### src/rtl/sdram_pkg.sv
// Shared definitions for the SDRAM controller: command encodings, arbiter
// states and bus-owner identifiers.
package sdram_pkg;

    localparam int SDRAM_ADDR_W = 13;
    localparam int SDRAM_BA_W   = 2;

    // {cs_n, ras_n, cas_n, we_n}
    localparam logic [3:0] CMD_NOP = 4'b0111;
    localparam logic [3:0] CMD_ACT = 4'b0011;
    localparam logic [3:0] CMD_RD  = 4'b0101;
    localparam logic [3:0] CMD_WR  = 4'b0100;
    localparam logic [3:0] CMD_PRE = 4'b0010;
    localparam logic [3:0] CMD_REF = 4'b0001;
    localparam logic [3:0] CMD_MRS = 4'b0000;

    typedef enum logic [4:0] {
        S_INIT  = 5'b00001,
        S_ARBIT = 5'b00010,
        S_REF   = 5'b00100,
        S_WRITE = 5'b01000,
        S_READ  = 5'b10000
    } state_e;

    typedef enum logic [1:0] {
        OWN_INIT  = 2'd0,
        OWN_REF   = 2'd1,
        OWN_WRITE = 2'd2,
        OWN_READ  = 2'd3
    } owner_e;

endpackage

### src/rtl/sdram_bus_mux.sv
// Combinational selection of the owning requester's cmd/addr/bank onto the
// SDRAM pins; drives NOP with zero address/bank while the bus is idle.
module sdram_bus_mux
    import sdram_pkg::*;
#(
    parameter int         ADDR_W  = SDRAM_ADDR_W,
    parameter int         BA_W    = SDRAM_BA_W,
    parameter logic [3:0] NOP_CMD = CMD_NOP
) (
    input  logic [1:0]        owner_i,
    input  logic              idle_i,
    input  logic [3:0]        init_cmd_i,
    input  logic [ADDR_W-1:0] init_addr_i,
    input  logic [3:0]        ref_cmd_i,
    input  logic [ADDR_W-1:0] ref_addr_i,
    input  logic [3:0]        wr_cmd_i,
    input  logic [ADDR_W-1:0] wr_addr_i,
    input  logic [BA_W-1:0]   wr_bank_i,
    input  logic [3:0]        rd_cmd_i,
    input  logic [ADDR_W-1:0] rd_addr_i,
    input  logic [BA_W-1:0]   rd_bank_i,
    output logic [3:0]        cmd_o,
    output logic [ADDR_W-1:0] addr_o,
    output logic [BA_W-1:0]   bank_o
);

    always_comb begin
        // NOTE: every output is given a default before the case so that no path
        // leaves it unassigned, which would otherwise infer a latch.
        cmd_o  = NOP_CMD;
        addr_o = '0;
        bank_o = '0;
        if (!idle_i) begin
            case (owner_e'(owner_i))
                OWN_INIT: begin
                    cmd_o  = init_cmd_i;
                    addr_o = init_addr_i;
                end
                OWN_REF: begin
                    cmd_o  = ref_cmd_i;
                    addr_o = ref_addr_i;
                end
                OWN_WRITE: begin
                    cmd_o  = wr_cmd_i;
                    addr_o = wr_addr_i;
                    bank_o = wr_bank_i;
                end
                OWN_READ: begin
                    cmd_o  = rd_cmd_i;
                    addr_o = rd_addr_i;
                    bank_o = rd_bank_i;
                end
            endcase
        end
    end

endmodule

### src/rtl/sdram_arbiter.sv
// Central SDRAM command-bus arbiter: holds the bus for init, then grants it to
// refresh (absolute priority) or write/read (round-robin), with a grant watchdog.
module sdram_arbiter
    import sdram_pkg::*;
#(
    parameter int         ADDR_W  = SDRAM_ADDR_W,
    parameter int         BA_W    = SDRAM_BA_W,
    parameter logic [3:0] NOP_CMD = CMD_NOP,
    parameter int         TIMEOUT = 1023
) (
    input  logic              sysclk_100M,
    input  logic              rst_n,
    input  logic              init_done,
    input  logic [3:0]        init_cmd,
    input  logic [ADDR_W-1:0] init_addr,
    input  logic              ref_req,
    output logic              ref_ack,
    input  logic              ref_end,
    input  logic [3:0]        ref_cmd,
    input  logic [ADDR_W-1:0] ref_addr,
    input  logic              wr_req,
    output logic              wr_ack,
    input  logic              wr_end,
    input  logic              wr_prech_end,
    input  logic [3:0]        wr_cmd,
    input  logic [ADDR_W-1:0] wr_addr,
    input  logic [BA_W-1:0]   wr_bank,
    input  logic              rd_req,
    output logic              rd_ack,
    input  logic              rd_end,
    input  logic              rd_prech_end,
    input  logic [3:0]        rd_cmd,
    input  logic [ADDR_W-1:0] rd_addr,
    input  logic [BA_W-1:0]   rd_bank,
    output logic [3:0]        sdram_cmd,
    output logic [ADDR_W-1:0] sdram_addr,
    output logic [BA_W-1:0]   sdram_bank,
    output logic              timeout_err
);

    localparam int WD_W = $clog2(TIMEOUT + 1);

    state_e          state_q, state_d;
    owner_e          last_grant_q, last_grant_d;
    logic [WD_W-1:0] wd_q, wd_d;
    logic            ref_ack_q, ref_ack_d;
    logic            wr_ack_q, wr_ack_d;
    logic            rd_ack_q, rd_ack_d;
    logic            timeout_err_q, timeout_err_d;
    logic            granted;
    logic            wd_expired;
    owner_e          bus_owner;
    logic            bus_idle;

    assign granted    = state_q inside {S_REF, S_WRITE, S_READ};
    // A grant lasts at most TIMEOUT cycles: expiry fires in its last cycle.
    assign wd_expired = granted && (wd_q == WD_W'(TIMEOUT - 1));

    always_ff @(posedge sysclk_100M or negedge rst_n) begin
        if (!rst_n) begin
            state_q       <= S_INIT;
            last_grant_q  <= OWN_READ;
            wd_q          <= '0;
            ref_ack_q     <= 1'b0;
            wr_ack_q      <= 1'b0;
            rd_ack_q      <= 1'b0;
            timeout_err_q <= 1'b0;
        end else begin
            // NOTE: non-blocking so every register samples pre-edge values.
            state_q       <= state_d;
            last_grant_q  <= last_grant_d;
            wd_q          <= wd_d;
            ref_ack_q     <= ref_ack_d;
            wr_ack_q      <= wr_ack_d;
            rd_ack_q      <= rd_ack_d;
            timeout_err_q <= timeout_err_d;
        end
    end

    always_comb begin
        state_d       = state_q;
        last_grant_d  = last_grant_q;
        ref_ack_d     = 1'b0;
        wr_ack_d      = 1'b0;
        rd_ack_d      = 1'b0;
        timeout_err_d = timeout_err_q;

        case (state_q)
            S_INIT: begin
                if (init_done) state_d = S_ARBIT;
            end
            S_ARBIT: begin
                if (ref_req) begin
                    state_d   = S_REF;
                    ref_ack_d = 1'b1;
                end else if (wr_req && (!rd_req || last_grant_q == OWN_READ)) begin
                    state_d  = S_WRITE;
                    wr_ack_d = 1'b1;
                end else if (rd_req) begin
                    state_d  = S_READ;
                    rd_ack_d = 1'b1;
                end
            end
            S_REF: begin
                if (ref_end) state_d = S_ARBIT;
            end
            S_WRITE: begin
                if (wd_expired || (wr_prech_end && (wr_end || ref_req))) begin
                    state_d      = S_ARBIT;
                    last_grant_d = OWN_WRITE;
                end
            end
            S_READ: begin
                if (wd_expired || (rd_prech_end && (rd_end || ref_req))) begin
                    state_d      = S_ARBIT;
                    last_grant_d = OWN_READ;
                end
            end
            default: state_d = S_INIT;
        endcase

        // Watchdog outranks any end/prech_end arriving in the same cycle.
        if (wd_expired) begin
            state_d       = S_ARBIT;
            timeout_err_d = 1'b1;
        end

        if (state_d != state_q || !granted) wd_d = '0;
        else                                wd_d = wd_q + 1'b1;
    end

    always_comb begin
        bus_owner = OWN_INIT;
        bus_idle  = 1'b0;
        case (state_q)
            S_INIT:  bus_owner = OWN_INIT;
            S_REF:   bus_owner = OWN_REF;
            S_WRITE: bus_owner = OWN_WRITE;
            S_READ:  bus_owner = OWN_READ;
            default: bus_idle  = 1'b1;
        endcase
    end

    sdram_bus_mux #(
        .ADDR_W  (ADDR_W),
        .BA_W    (BA_W),
        .NOP_CMD (NOP_CMD)
    ) u_bus_mux (
        .owner_i     (bus_owner),
        .idle_i      (bus_idle),
        .init_cmd_i  (init_cmd),
        .init_addr_i (init_addr),
        .ref_cmd_i   (ref_cmd),
        .ref_addr_i  (ref_addr),
        .wr_cmd_i    (wr_cmd),
        .wr_addr_i   (wr_addr),
        .wr_bank_i   (wr_bank),
        .rd_cmd_i    (rd_cmd),
        .rd_addr_i   (rd_addr),
        .rd_bank_i   (rd_bank),
        .cmd_o       (sdram_cmd),
        .addr_o      (sdram_addr),
        .bank_o      (sdram_bank)
    );

    assign ref_ack     = ref_ack_q;
    assign wr_ack      = wr_ack_q;
    assign rd_ack      = rd_ack_q;
    assign timeout_err = timeout_err_q;

endmodule
### config.mk
export PLATFORM = sky130hd
export DESIGN_NAME = sdram_arbiter
export DESIGN_NICKNAME = d
export VERILOG_FILES = /design/src/rtl/sdram_pkg.sv /design/src/rtl/sdram_bus_mux.sv /design/src/rtl/sdram_arbiter.sv
export SDC_FILE = /design/constraint.sdc
export NUM_CORES = 1
export LEC_CHECK = 0
export BUFFER_PORTS_ARGS = -buffer_cell sky130_fd_sc_hd__clkbuf_2
export CORE_ASPECT_RATIO = 0.6
export CORE_MARGIN = 2
export CORE_UTILIZATION = 44
export DETAILED_ROUTE_END_ITERATION = 6
export GPL_ROUTABILITY_DRIVEN = 0
export PLACE_DENSITY_LB_ADDON = 0.1
export REMOVE_ABC_BUFFERS = 1
export SYNTH_ARGS = -nofsm -noshare
export SYNTH_HDL_FRONTEND = slang
export SYNTH_SLANG_ARGS = --single-unit
export TNS_END_PERCENT = 20
### constraint.sdc
create_clock -name sysclk_100M -period 2.55 [get_ports sysclk_100M]
set_input_delay 0.3825 -clock sysclk_100M [delete_from_list [all_inputs] [get_ports sysclk_100M]]
set_output_delay 0.3825 -clock sysclk_100M [all_outputs]
set_load 0.05 [all_outputs]
-- After elaboration in Yosys (flattened, before gate mapping)
Index checks and enable logic that the tools add are counted.
- add/subtract/negate cells: 1
- equality and inequality tests: 13
- mux-type cells: 29
- reduce and logical (&&, ||, !) cells: 17
- operators with widths (kind ; number):
    one-hot mux 13 bit (4 select lines) ; 1
    2-to-1 mux 5 bit ; 8
    one-hot mux 5 bit (5 select lines) ; 1
    one-hot mux 4 bit (4 select lines) ; 1
    2-to-1 mux 13 bit ; 1
    adder 10 x 1 -> 10 bit, second input constant ; 1
    == test 10 bit, second input constant ; 1
    2-to-1 mux 10 bit ; 1
    2-to-1 mux 1 bit ; 9
    one-hot mux 2 bit (2 select lines) ; 2
    == test 2 bit, second input constant ; 3
    logical OR 1 bit ; 6
    2-to-1 mux 2 bit ; 3
    one-hot mux 2 bit (3 select lines) ; 1
    == test 5 x 1 -> 1 bit, second input constant ; 1
    == test 5 x 2 -> 1 bit, second input constant ; 1
    == test 5 x 3 -> 1 bit, second input constant ; 1
    == test 5 x 4 -> 1 bit, second input constant ; 1
    == test 5 bit, second input constant ; 1
    inequality test 5 bit ; 1
    logical AND 1 bit ; 4
    2-to-1 mux 4 bit ; 1
    inequality test 2 x 1 -> 1 bit, second input constant ; 2
    OR reduction 4 bit ; 1
    6 further kinds ; 7
- bits in registers: 21
- bits of input ports: 83
- output and inout bits: 23
- logic and storage cells: 67

-- Depth between registers and ports, before layout
Gate-level depths: netlist (run 1).
- depth in word-level cells: 10
- depth in mapped cells: 8
- depth with buffers taken out: 6

-- Modules after synthesis
Synthesis (run 1) repeated with hierarchy kept, for this count alone.
- cells, all modules: 181
- area total of the unflattened synthesis: 1764.2 µm²
- modules (own cells, without submodules) (module ; times used ; cells an instance ; area each (µm²) ; seq. area each (µm²)):
    sdram_arbiter ; 1 ; 119 ; 1218.7 ; 503.0
    sdram_bus_mux ; 1 ; 62 ; 545.5 ; 0.0

-- Worst setup path before layout (run 1)
Ideal clock, no wire load.
- path type: reg2out
- from: register state_q[1]
- to: output sdram_cmd[0]
- data arrival time: 2.415 ns
- data required time: 2.168 ns
- setup slack: -0.247 ns
- stages on the path, launching flop included: 6
- buffers on the path: 1
- path through: dfrtp_1 > or4b_1 > nor2_2 > buf_2 > nand2_1 > a31oi_1
- longest elaborated chain between the ends: 5
- elaborated cells on any way between the ends: 12
- those cells by class: eq/ne: 7; mux: 3; reduce/logical: 2
- RTL lines (what ; RTL line ; RTL):
    from (decl) ; sdram_arbiter.sv:43 ; state_e state_q, state_d;
    from (signal assigned) ; sdram_arbiter.sv:70 ; state_q <= state_d;
    == test 5 bit, or another cell as far along ; sdram_arbiter.sv:135 ; case (state_q)
    one-hot mux 2 bit (3 select lines) ; sdram_arbiter.sv:135 ;
    == test 2 bit, or another cell as far along ; sdram_bus_mux.sv:34 ; case (owner_e'(owner_i))
    one-hot mux 4 bit (4 select lines) ; sdram_bus_mux.sv:34 ;
    2-to-1 mux 4 bit * ; sdram_bus_mux.sv:33 ; if (!idle_i) begin
    to (decl) ; sdram_arbiter.sv:35 ; output logic [3:0] sdram_cmd,
Mark *: on every way between the ends. The rest lies on a longest branch, timed or not.

-- Final worst setup path (run 1)
- from: register state_q[4]
- to: output sdram_addr[5]
- longest elaborated chain between the ends: 5
- elaborated cells on any way between the ends: 12
- those cells by class: eq/ne: 7; mux: 3; reduce/logical: 2
- RTL lines (what ; RTL line ; RTL):
    == test 5 bit, or another cell as far along ; sdram_arbiter.sv:135 ;
    one-hot mux 2 bit (3 select lines) ; sdram_arbiter.sv:135 ;
    == test 2 bit, or another cell as far along ; sdram_bus_mux.sv:34 ;
    one-hot mux 13 bit (4 select lines) ; sdram_bus_mux.sv:34 ;
    2-to-1 mux 13 bit * ; sdram_bus_mux.sv:33 ;
    to (decl) ; sdram_arbiter.sv:36 ; output logic [ADDR_W-1:0] sdram_addr,
Marks and branches as above.

==> reports/results.ini, run 1 <==
[outcome]
status=finished clean

[die]
core-area_um2=3720
dieArea_um2=4480
initial_core_util_pct=46.7
die_x_um=85.1
num_rows=17
io_pins=106
die_height_um=52.7

[global_route]
grt_overflow=0
grt_max_degree=21
grt_util_all_layers_pct=24.4
grt_pass1_vias=1763
grt_first_pass_wirelength_um=8570
antenna_found_initial=0

[synth]
yosys_most_used_dff=dfrtp_1
synth_cell_types=52
synth-async-reset-ratio_pct=100
ys_seq_elements=20
synth_edf_count=0
syn_inst=191
postSynthAreaPerCell_um2=9.10
seq_area_frac_synth_pct=28.9
yosysWarnings=0
syn_area_um2=1740

[finish]
post-route-util_pct=68.8
mostFrequentLayoutCells=89 x clkbuf_2, 20 x nand3_1, 19 x buf_4, 15 x dfrtp_1, 14 x a222oi_1
design_area_um2=2560
syn_to_final_growth_pct=47.3
n_fill_cell=306
final_common_cell=clkbuf_2
fin_cells=351
diodes=0
drive_gt1_share_pct=51.6
nets=391

[sta]
fin_crit_sh_pct=99.1
timing.slew.headroom_pct=56.3
setup_violations=0
fin_setup_tns_ns=0
finalHoldViolCount=0
finalCriticalPeriod_ns=2.53
slew_viol_final=0
finClkSkew_ns=0.00607
max_clock_freq_mhz=396
worst_slew_pin_slew_ns=0.653

[clock_network]
cts_buffers=3
cts_tree=done
htreeDepth=1
cts.sinks=20
hold_buffers=0
cts_root_buffer=clkbuf_8
clock_latency_ns=0.26
clk_pin_slew_ns=0.07
max-clock-path-buffers=2

[worst_setup_path]
critPathLaunchType=flop
cp_max_fo=16
criticalPathCategory=reg2out
critPathCaptureType=primary output
crit_arrival_ns=2.14
crit_required_ns=2.17

[detailed_routing]
routedWlPerCell_um=16.7
firstDrtPassIters=5
drt_wl_total_um=5870
drtIter0Drc=207
viasPerCell=5.90
antenna_left=0
drc_errors=0
vias=2070

[power]
vdd_drop_max_mv=0.469
power.leakage_uw=0.00123
cellPowerDensity_nw_per_um2=683
power_uw=1750

[placed_design]
place_area_um2=2330
placed_cells=338
dp_hpwl_um=4110
numPortBuffers=105

[hold_path]
hold_path_class=in2async

[job]
drv_cap=0

==> path summary, 6_finish.rpt <==
check | startpoint | endpoint | slack [ns] | cells past startpoint
min reg2reg | timeout_err | timeout_err | 0.48 | 1
min in group sysclk_100M | wr_req | wr_ack | 0.41 | 2
max in group asynchronous | rst_n | state_q[4] | 2.11 | 1
min | rst_n | wd_q[8] | 0.07 | 1
max reg2reg | wd_q[0] | wd_q[2] | 0.43 | 6
max | state_q[4] | sdram_addr[5] | 0.02 | 6
==> where the power goes <==
part           switching [uW]  internal [uW]
Sequential               42.7            346
Clock                     105            106
Combinational             754            396
==> layer usage <==
metal  up-vias  part of all wire [%]  wire [um]  GRT usage, %
met2       125                    43       2520          34.9
met4         0                  0.82         48          5.29
met1       941                    46       2680          36.4
li1        997                     -          -             -
met3         7                    11        628          5.98
met5         -                     0          0             0
==> cells in the mapped netlist, drive strengths merged (4+ instances only) <==
master / instances / share of area [%]
o21ai: 5 / 1.4
a222oi: 14 / 8.1
xor2: 7 / 3.5
nor3: 7 / 2.6
nand2: 7 / 1.5
dfrtp: 18 / 26
buf: 11 / 4.8
a21oi: 15 / 5.0
nand3: 20 / 5.8
o21a: 4 / 1.7
inv: 4 / 0.86
a31oi: 4 / 1.4
nor2: 12 / 3.2
clkbuf: 4 / 0.86
a211oi: 10 / 4.3
==> area by class of cell <==
class / instances / area, um^2 / area share [%]
inverter: 4 / 15.0 / 0.587
multi-input combinational: 152 / 1170 / 45.6
clock buffer: 3 / 41.3 / 1.61
tap: 47 / 58.8 / 2.30
timing repair buffer: 125 / 771 / 30.1
sequential: 20 / 507 / 19.8
==> kinds of logic (layout without fill, tap and decap cells) <==
| family | Yosys count | after routing | synth area share (%) |
|---|---|---|---|
| fa+ha+maj | 2 | 2 | 1.44 |
| buf+inv | 19 | 132 | 6.48 |
| xor+xnor | 10 | 10 | 5.04 |
| simple gates | 68 | 68 | 24.3 |
| flops | 20 | 20 | 28.9 |
| compound gates | 72 | 72 | 33.8 |
==> what timing repair did <==
item	CTS	global route
resized for setup	27	16
buffers inserted	3	5
endpoints found under the hold margin	0	0
endpoints found under the setup margin	19	19
pin swaps	3	1
gates cloned	1	1
==> metrics by stage <==
stage               worst slack [ns]  hold WS (ns)
floorplan                     -0.553        0.0869
global placement               0.112         0.374
detailed placement            0.0919         0.380
CTS                           0.0182        0.0899
global route                 -0.0441         0.120
finish                        0.0231        0.0729
==> flip-flops by register name, indices dropped and copies added (netlist names) <==
name,cells
last_grant_q,1
rd_ack,1
ref_ack,1
state_q,5
timeout_err,1
wd_q,10
wr_ack,1
==> worst max-delay path, cell delays in order (launching register included) <==
cell,delay [ns]
dfrtp_2,0.45
or4b_4,0.60
o22a_4,0.28
buf_12,0.15
nand3_1,0.10
a21oi_1,0.08
buf_4,0.20
(Power assumes the default switching activity.)
==> run 2, diff against run 1 <==
--- a/config.mk
+++ b/config.mk
@@ -15,5 +15,6 @@
 export REMOVE_ABC_BUFFERS = 1
 export SYNTH_ARGS = -nofsm -noshare
 export SYNTH_HDL_FRONTEND = slang
+export SYNTH_HIERARCHICAL = 1
 export SYNTH_SLANG_ARGS = --single-unit
 export TNS_END_PERCENT = 20
==> run 2 against run 1 <==
Compared with the run above:
- the flow now finishes with violations (design-rule violations)
- via count shrank 11%
- clock power grew 50%
- area after synthesis grew 1.5%
- critical endpoint unchanged
- largest cell class unchanged
==> reports/results.ini, run 2 <==
[detailed_routing]
route.met3.wl_um=412  ; -34%
drt_wl_total_um=5040  ; -14%
drtIter0Drc=64  ; -69%
drc_errors=7  ; +7
antenna_left=0  ; unchanged
m1WireLength_um=2370  ; -11%
dr.max_layer_used=met4
firstDrtPassIters=7  ; +2
vias=1838  ; -11%
wl_met2_um=2230  ; -11%
viasPerCell=5.44  ; -7.8%
routedWlPerCell_um=14.9  ; -11%

[die]
io_pins=106  ; unchanged
num_rows=17  ; unchanged
dieArea_um2=4550  ; +1.4%
initial_core_util_pct=46.9  ; +0.17 points
die_height_um=53.1  ; +0.70%
die_x_um=85.7  ; +0.72%
core-area_um2=3760  ; +1.1%

[clock_network]
clk_pin_slew_ns=0.08  ; about the same
max-clock-path-buffers=2  ; unchanged
cts.sinks=20  ; unchanged
cts_tree=done
htreeDepth=1  ; unchanged
clock_latency_ns=0.26  ; about the same
cts_root_buffer=clkbuf_8
cts_buffers=3  ; unchanged
hold_buffers=0  ; unchanged

[power]
p_switching_uw=898  ; -0.40%
switching_share_pct=47.2  ; -4.4 points
cellPowerDensity_nw_per_um2=742  ; +8.6%
power_uw=1900  ; +8.9%
vdd_drop_max_mv=0.612  ; +31%
sequentialPowerShare_pct=20.9  ; -1.3 points
combPwrFrac_pct=62.5  ; -3.2 points
power.clock.fraction_pct=16.6  ; +4.6 points
intPower_uw=1010  ; +19%
power.leakage_uw=0.00118  ; -4.1%

[finish]
syn_to_final_growth_pct=45.5
diodes=0  ; unchanged
largest_reg_flops=10  ; unchanged
drive_gt1_share_pct=52.2  ; +0.59 points
largestRegisters=wd_q x10, state_q x5
regMostFlops=wd_q
nets=377  ; -3.6%
mostFrequentLayoutCells=89 x clkbuf_2, 30 x mux2i_1, 16 x dfrtp_1, 14 x buf_4
final_common_cell=clkbuf_2

[worst_setup_path]
r2r_cells=6  ; unchanged
criticalPathCategory=reg2out
r2r_setup_slack_ns=0.31  ; -0.12 ns
critPathLaunchType=flop
crit_required_ns=2.17  ; about the same
rr_startpoint=state_q[2]
crit_arrival_ns=2.13  ; about the same
regToRegEndpoint=wd_q[9]
cp_max_fo=14  ; -2
critPathCaptureType=primary output

[synth]
synth_most_common_cell=mux2i_1
seq_area_frac_synth_pct=28.5  ; -0.43 points
ys_seq_elements=20  ; unchanged
syn_inst=181  ; -5.2%
yosys.area.top_type=dfrtp_1
postSynthAreaPerCell_um2=9.75  ; +7.1%
synth_common_cells=30 x mux2i_1, 18 x dfrtp_1, 14 x o22ai_1
synth_cell_types=49  ; -5.8%
yosysWarnings=6  ; +6
synth_area_leaders=dfrtp_1 26%, mux2i_1 17%, a211oi_2 6.4%
synth-async-reset-ratio_pct=100  ; unchanged
synth_top_area_share_pct=25.5  ; -0.39 points
yosys_most_used_dff=dfrtp_1
syn_area_um2=1760  ; +1.5%
synth_edf_count=0  ; unchanged

[outcome]
violations=design-rule violations
status=finished, violations left

[sta]
finalHoldViolCount=0  ; unchanged
worst_slew_pin_slew_ns=0.673  ; +0.0198 ns
finClkSkew_ns=0.00647  ; +0.000401 ns
slew_viol_final=0  ; unchanged
max_clock_freq_mhz=398  ; +0.57%
fin_setup_tns_ns=0  ; unchanged
setup_violations=0  ; unchanged
timing.slew.headroom_pct=55.1  ; -1.2 points
fin_crit_sh_pct=98.5  ; -0.56 points
finalCriticalPeriod_ns=2.51  ; -0.0142 ns

[global_route]
grt_util_all_layers_pct=20.9  ; -3.4 points
grt_pass1_vias=1552  ; -12%
grt_first_pass_wirelength_um=7350  ; -14%
grt_overflow=0  ; unchanged
antenna_found_initial=0  ; unchanged
grt_max_degree=21  ; unchanged

[placed_design]
numPortBuffers=105  ; unchanged
dp_hpwl_um=3990  ; -3.0%

[job]
drv_cap=0  ; unchanged

[hold_path]
hold_path_class=in2async

-- run 2: layout make-up --
cell class / count / area (um^2)
multi-input cells: 143 / 1210
fillers: 326 / 1200
repair buffers: 119 / 706
flip-flops and latches: 20 / 505
well taps: 47 / 58.8
clock buffers: 3 / 41.3
clock inverters: 1 / 30.0
inverters: 5 / 18.8
-- run 2: stage by stage --
step	std cells	setup slack, ns	cell area, um^2	hold WS, ns	util [%]
CTS	335	0.00979	2490	0.0895	66.2
finish	338	0.0373	2570	0.0717	68.2
global placement	331	0.141	2380	0.374	63.2
global route	338	-0.0657	2570	0.106	68.2
floorplan	168	-0.883	1680	0.0869	-
detailed placement	331	0.0471	2380	0.376	63.2
-- run 2: timing repair --
item,in CTS,in global routing
setup endpoints to repair,19,19
pin swaps,0,2
setup buffers,0,3
gates resized for setup,17,12
-- run 2: power by group through the flow --
stage          sequential [uW]  clock [uW]  combinational [uW]
2_1_floorplan              403           0                 751
3_3_place_gp               397           0                1080
3_5_place_dp               398           0                1090
4_1_cts                    393         325                1140
5_1_grt                    401         340                1250
6_report                   398         316                1190
-- run 2: logic make-up after synthesis --
group                    after synthesis  synth area share, %
flip-flops                            20                 28.5
multiplexers                          33                 20.9
adder cells (fa/ha/maj)                2                 1.42
AND/OR/NAND/NOR                       52                 17.7
buffers and inverters                 18                 5.82
AO/OA/AOI/OAI                         46                 20.8
XOR/XNOR                              10                 4.96
-- run 2: worst max path at each step --
| stage | start | to | slack [ns] | cells past startpoint |
|---|---|---|---|---|
| after floorplan | state_q[1] | sdram_cmd[0] | -0.88 | 4 |
| after global placement | state_q[4] | sdram_addr[10] | 0.14 | 6 |
| after detailed placement | state_q[2] | sdram_addr[5] | 0.05 | 7 |
| after CTS | state_q[2] | sdram_cmd[0] | 0.01 | 5 |
| after global routing | state_q[3] | sdram_addr[5] | -0.07 | 7 |
| final | state_q[2] | sdram_addr[5] | 0.04 | 7 |
-- run 2: metal layers --
layer	track usage (%)	vias up
met2	32.4	74
met3	5.93	2
li1	-	910
met4	2.91	0
met1	29.7	852
met5	0	-
-- run 2: critical path, cell delays in order (launching register included) --
cell	delay, ns
dfrtp_2	0.47
nor3b_2	0.31
nand2_1	0.08
o21ai_0	0.08
nand2_1	0.12
or2_4	0.33
o22ai_1	0.21
clkbuf_4	0.26
==> run 3, diff against run 2 <==
--- a/config.mk
+++ b/config.mk
@@ -5,7 +5,7 @@
 export SDC_FILE = /design/constraint.sdc
 export NUM_CORES = 1
 export LEC_CHECK = 0
-export BUFFER_PORTS_ARGS = -buffer_cell sky130_fd_sc_hd__clkbuf_2
+export BUFFER_PORTS_ARGS = -buffer_cell sky130_fd_sc_hd__buf_2
 export CORE_ASPECT_RATIO = 0.6
 export CORE_MARGIN = 2
 export CORE_UTILIZATION = 44
==> run 3 against run 2 <==
Compared with the run above:
- the flow still finishes with violations (design-rule violations)
- cell count fell by 0.89%
- largest power group unchanged
- routed wire length rose by 6.0%
- setup slack improved by 0.056 ns
- register-to-register slack worse by 0.03 ns
- count of clock-buffer cells in the layout grew 1
- via count is 2.4% higher
- critical path depth shrank 2
- maximum frequency increased by 2.3%
==> reports/results.ini, run 3 (synthesis results as in run 2) <==
[worst_setup_path]
critPathLaunchType=flop
crit_arrival_ns=2.07  ; -0.06 ns
rr_startpoint=state_q[3]
crit_slowest_cell=mux4_2
critPathTopFamily=multiplexers
critPathCapture=sdram_cmd[1]
regToRegEndpoint=wd_q[9]
cp-startpoint=state_q[2]
criticalPathCategory=reg2out
r2r_cells=5  ; -1
cp_max_fo=6  ; -8
critPathCaptureType=primary output
critPathMaxStageDelay_ns=0.50  ; +0.03 ns
crit_buf_inv=1  ; unchanged
critical_path_depth=5  ; -2
crit_required_ns=2.17  ; about the same
crit_path_cell_trace=xor2_1 -> and3_4 -> mux4_2 -> or2_1 -> buf_2
r2r_setup_slack_ns=0.28  ; -0.03 ns

[global_route]
grt_pass1_vias=1638  ; +5.5%
grt_util_all_layers_pct=22.1  ; +1.2 points
antenna_found_initial=0  ; unchanged
grt_max_degree=22  ; +4.8%
grt_first_pass_wirelength_um=7740  ; +5.3%
grt_overflow=0  ; unchanged

[outcome]
status=finished, violations left
violations=design-rule violations

[detailed_routing]
viasPerCell=5.62  ; +3.3%
antenna_left=0  ; unchanged
drt_wl_total_um=5340  ; +6.0%
routedWlPerCell_um=15.9  ; +6.9%
drc_errors=8  ; +1
vias=1882  ; +2.4%
firstDrtPassIters=7  ; unchanged
drtIter0Drc=104  ; +63%

[placed_design]
numPortBuffers=105  ; unchanged
pre_cts_ws_ns=-0.00663  ; -0.0537 ns
dp_hpwl_um=4120  ; +3.2%

[hold_path]
hold_path_class=in2async

[clock_network]
cts.sinks=20  ; unchanged
clock_latency_ns=0.26  ; about the same
cts_root_buffer=clkbuf_8
htreeDepth=1  ; unchanged
max-clock-path-buffers=2  ; unchanged
cts_tree=done
cts_buffers=3  ; unchanged
clk_pin_slew_ns=0.07  ; about the same
hold_buffers=0  ; unchanged

[finish]
mostFrequentLayoutCells=91 x buf_2, 30 x mux2i_1, 23 x buf_4, 17 x dfrtp_1, 14 x o22ai_1
diodes=0  ; unchanged
syn_to_final_growth_pct=40.4
largest_reg_flops=10  ; unchanged
nets=374  ; -0.80%
largestRegisters=wd_q x10, state_q x5
drive_gt1_share_pct=50.3  ; -1.9 points
regMostFlops=wd_q
final_common_cell=buf_2

[sta]
hold_slack_ns=0.0562  ; -0.0155 ns
finClkSkew_ns=0.00203  ; -0.00444 ns
worst_slew_pin_slew_ns=0.694  ; +0.0211 ns
fin_setup_tns_ns=0  ; unchanged
fin_crit_sh_pct=96.3  ; -2.2 points
setup_violations=0  ; unchanged
max_clock_freq_mhz=407  ; +2.3%
finalHoldViolCount=0  ; unchanged
timing.slew.headroom_pct=53.7  ; -1.4 points
setup_slack_ns=0.0938  ; +0.0565 ns
finalCriticalPeriod_ns=2.46  ; -0.0565 ns
slew_viol_final=0  ; unchanged
rsz0062_at_grt=no

[job]
drv_cap=0  ; unchanged

[die]
die_x_um=85.7  ; unchanged
io_pins=106  ; unchanged
die_height_um=53.1  ; unchanged
dieArea_um2=4550  ; unchanged
num_rows=17  ; unchanged
initial_core_util_pct=46.9  ; unchanged
core-area_um2=3760  ; unchanged

[power]
power.leakage_uw=0.00116  ; -2.3%
cellPowerDensity_nw_per_um2=721  ; -2.9%
power_uw=1780  ; -6.3%
vdd_drop_max_mv=0.446  ; -27%

run 3: stage by stage:
stage | instance area (um^2) | cells | utilization, %
after floorplan | 1680 | 168 | -
after global placement | 2330 | 329 | 62.0
after detailed placement | 2330 | 329 | 62.0
after CTS | 2440 | 333 | 64.7
after global routing | 2480 | 335 | 65.8
final | 2480 | 335 | 65.8
run 3: worst min-delay path by stage:
stage               slack, ns   from  cells past startpoint          to
floorplan                0.09  rst_n                      0      rd_ack
global placement         0.37  rst_n                      1     wd_q[3]
detailed placement       0.36  rst_n                      1     wd_q[3]
CTS                      0.08  rst_n                      1     wd_q[3]
global route             0.09  rst_n                      1  state_q[3]
finish                   0.06  rst_n                      1  state_q[1]
run 3: cell type report:
| class | instances | area, um^2 |
|---|---|---|
| repair buffers | 116 | 652 |
| inverters | 5 | 18.8 |
| multi-input cells | 143 | 1190 |
| well taps | 47 | 58.8 |
| clock buffers | 4 | 55.1 |
| fillers | 334 | 1290 |
| flip-flops and latches | 20 | 504 |
run 3: power breakdown:
| part | leakage, uW | switching, uW | internal (uW) | total [uW] |
|---|---|---|---|---|
| clock | 0.0000288 | 109 | 138 | 247 |
| combinational | 0.000859 | 747 | 403 | 1150 |
| sequential | 0.000269 | 32.2 | 355 | 387 |
| total | 0.00116 | 888 | 896 | 1780 |
run 3: what timing repair did:
action,in CTS,in global routing
setup buffers,0,2
resized for setup,18,6
endpoints found under the setup margin,19,19
run 3: metal layers:
metal  global-route usage (%)  wire length, um
met5                        0                0
met4                     3.70               16
met3                     6.08              496
met2                     32.6             2470
met1                     32.7             2360
run 3: worst register-to-register path, delay by kind of cell, from the launching register on:
kind	cells	cell delay (ns)
flip-flops	1	0.47
AND/OR/NAND/NOR	2	0.50
AO/OA/AOI/OAI	2	0.91
buffers and inverters	1	0.30
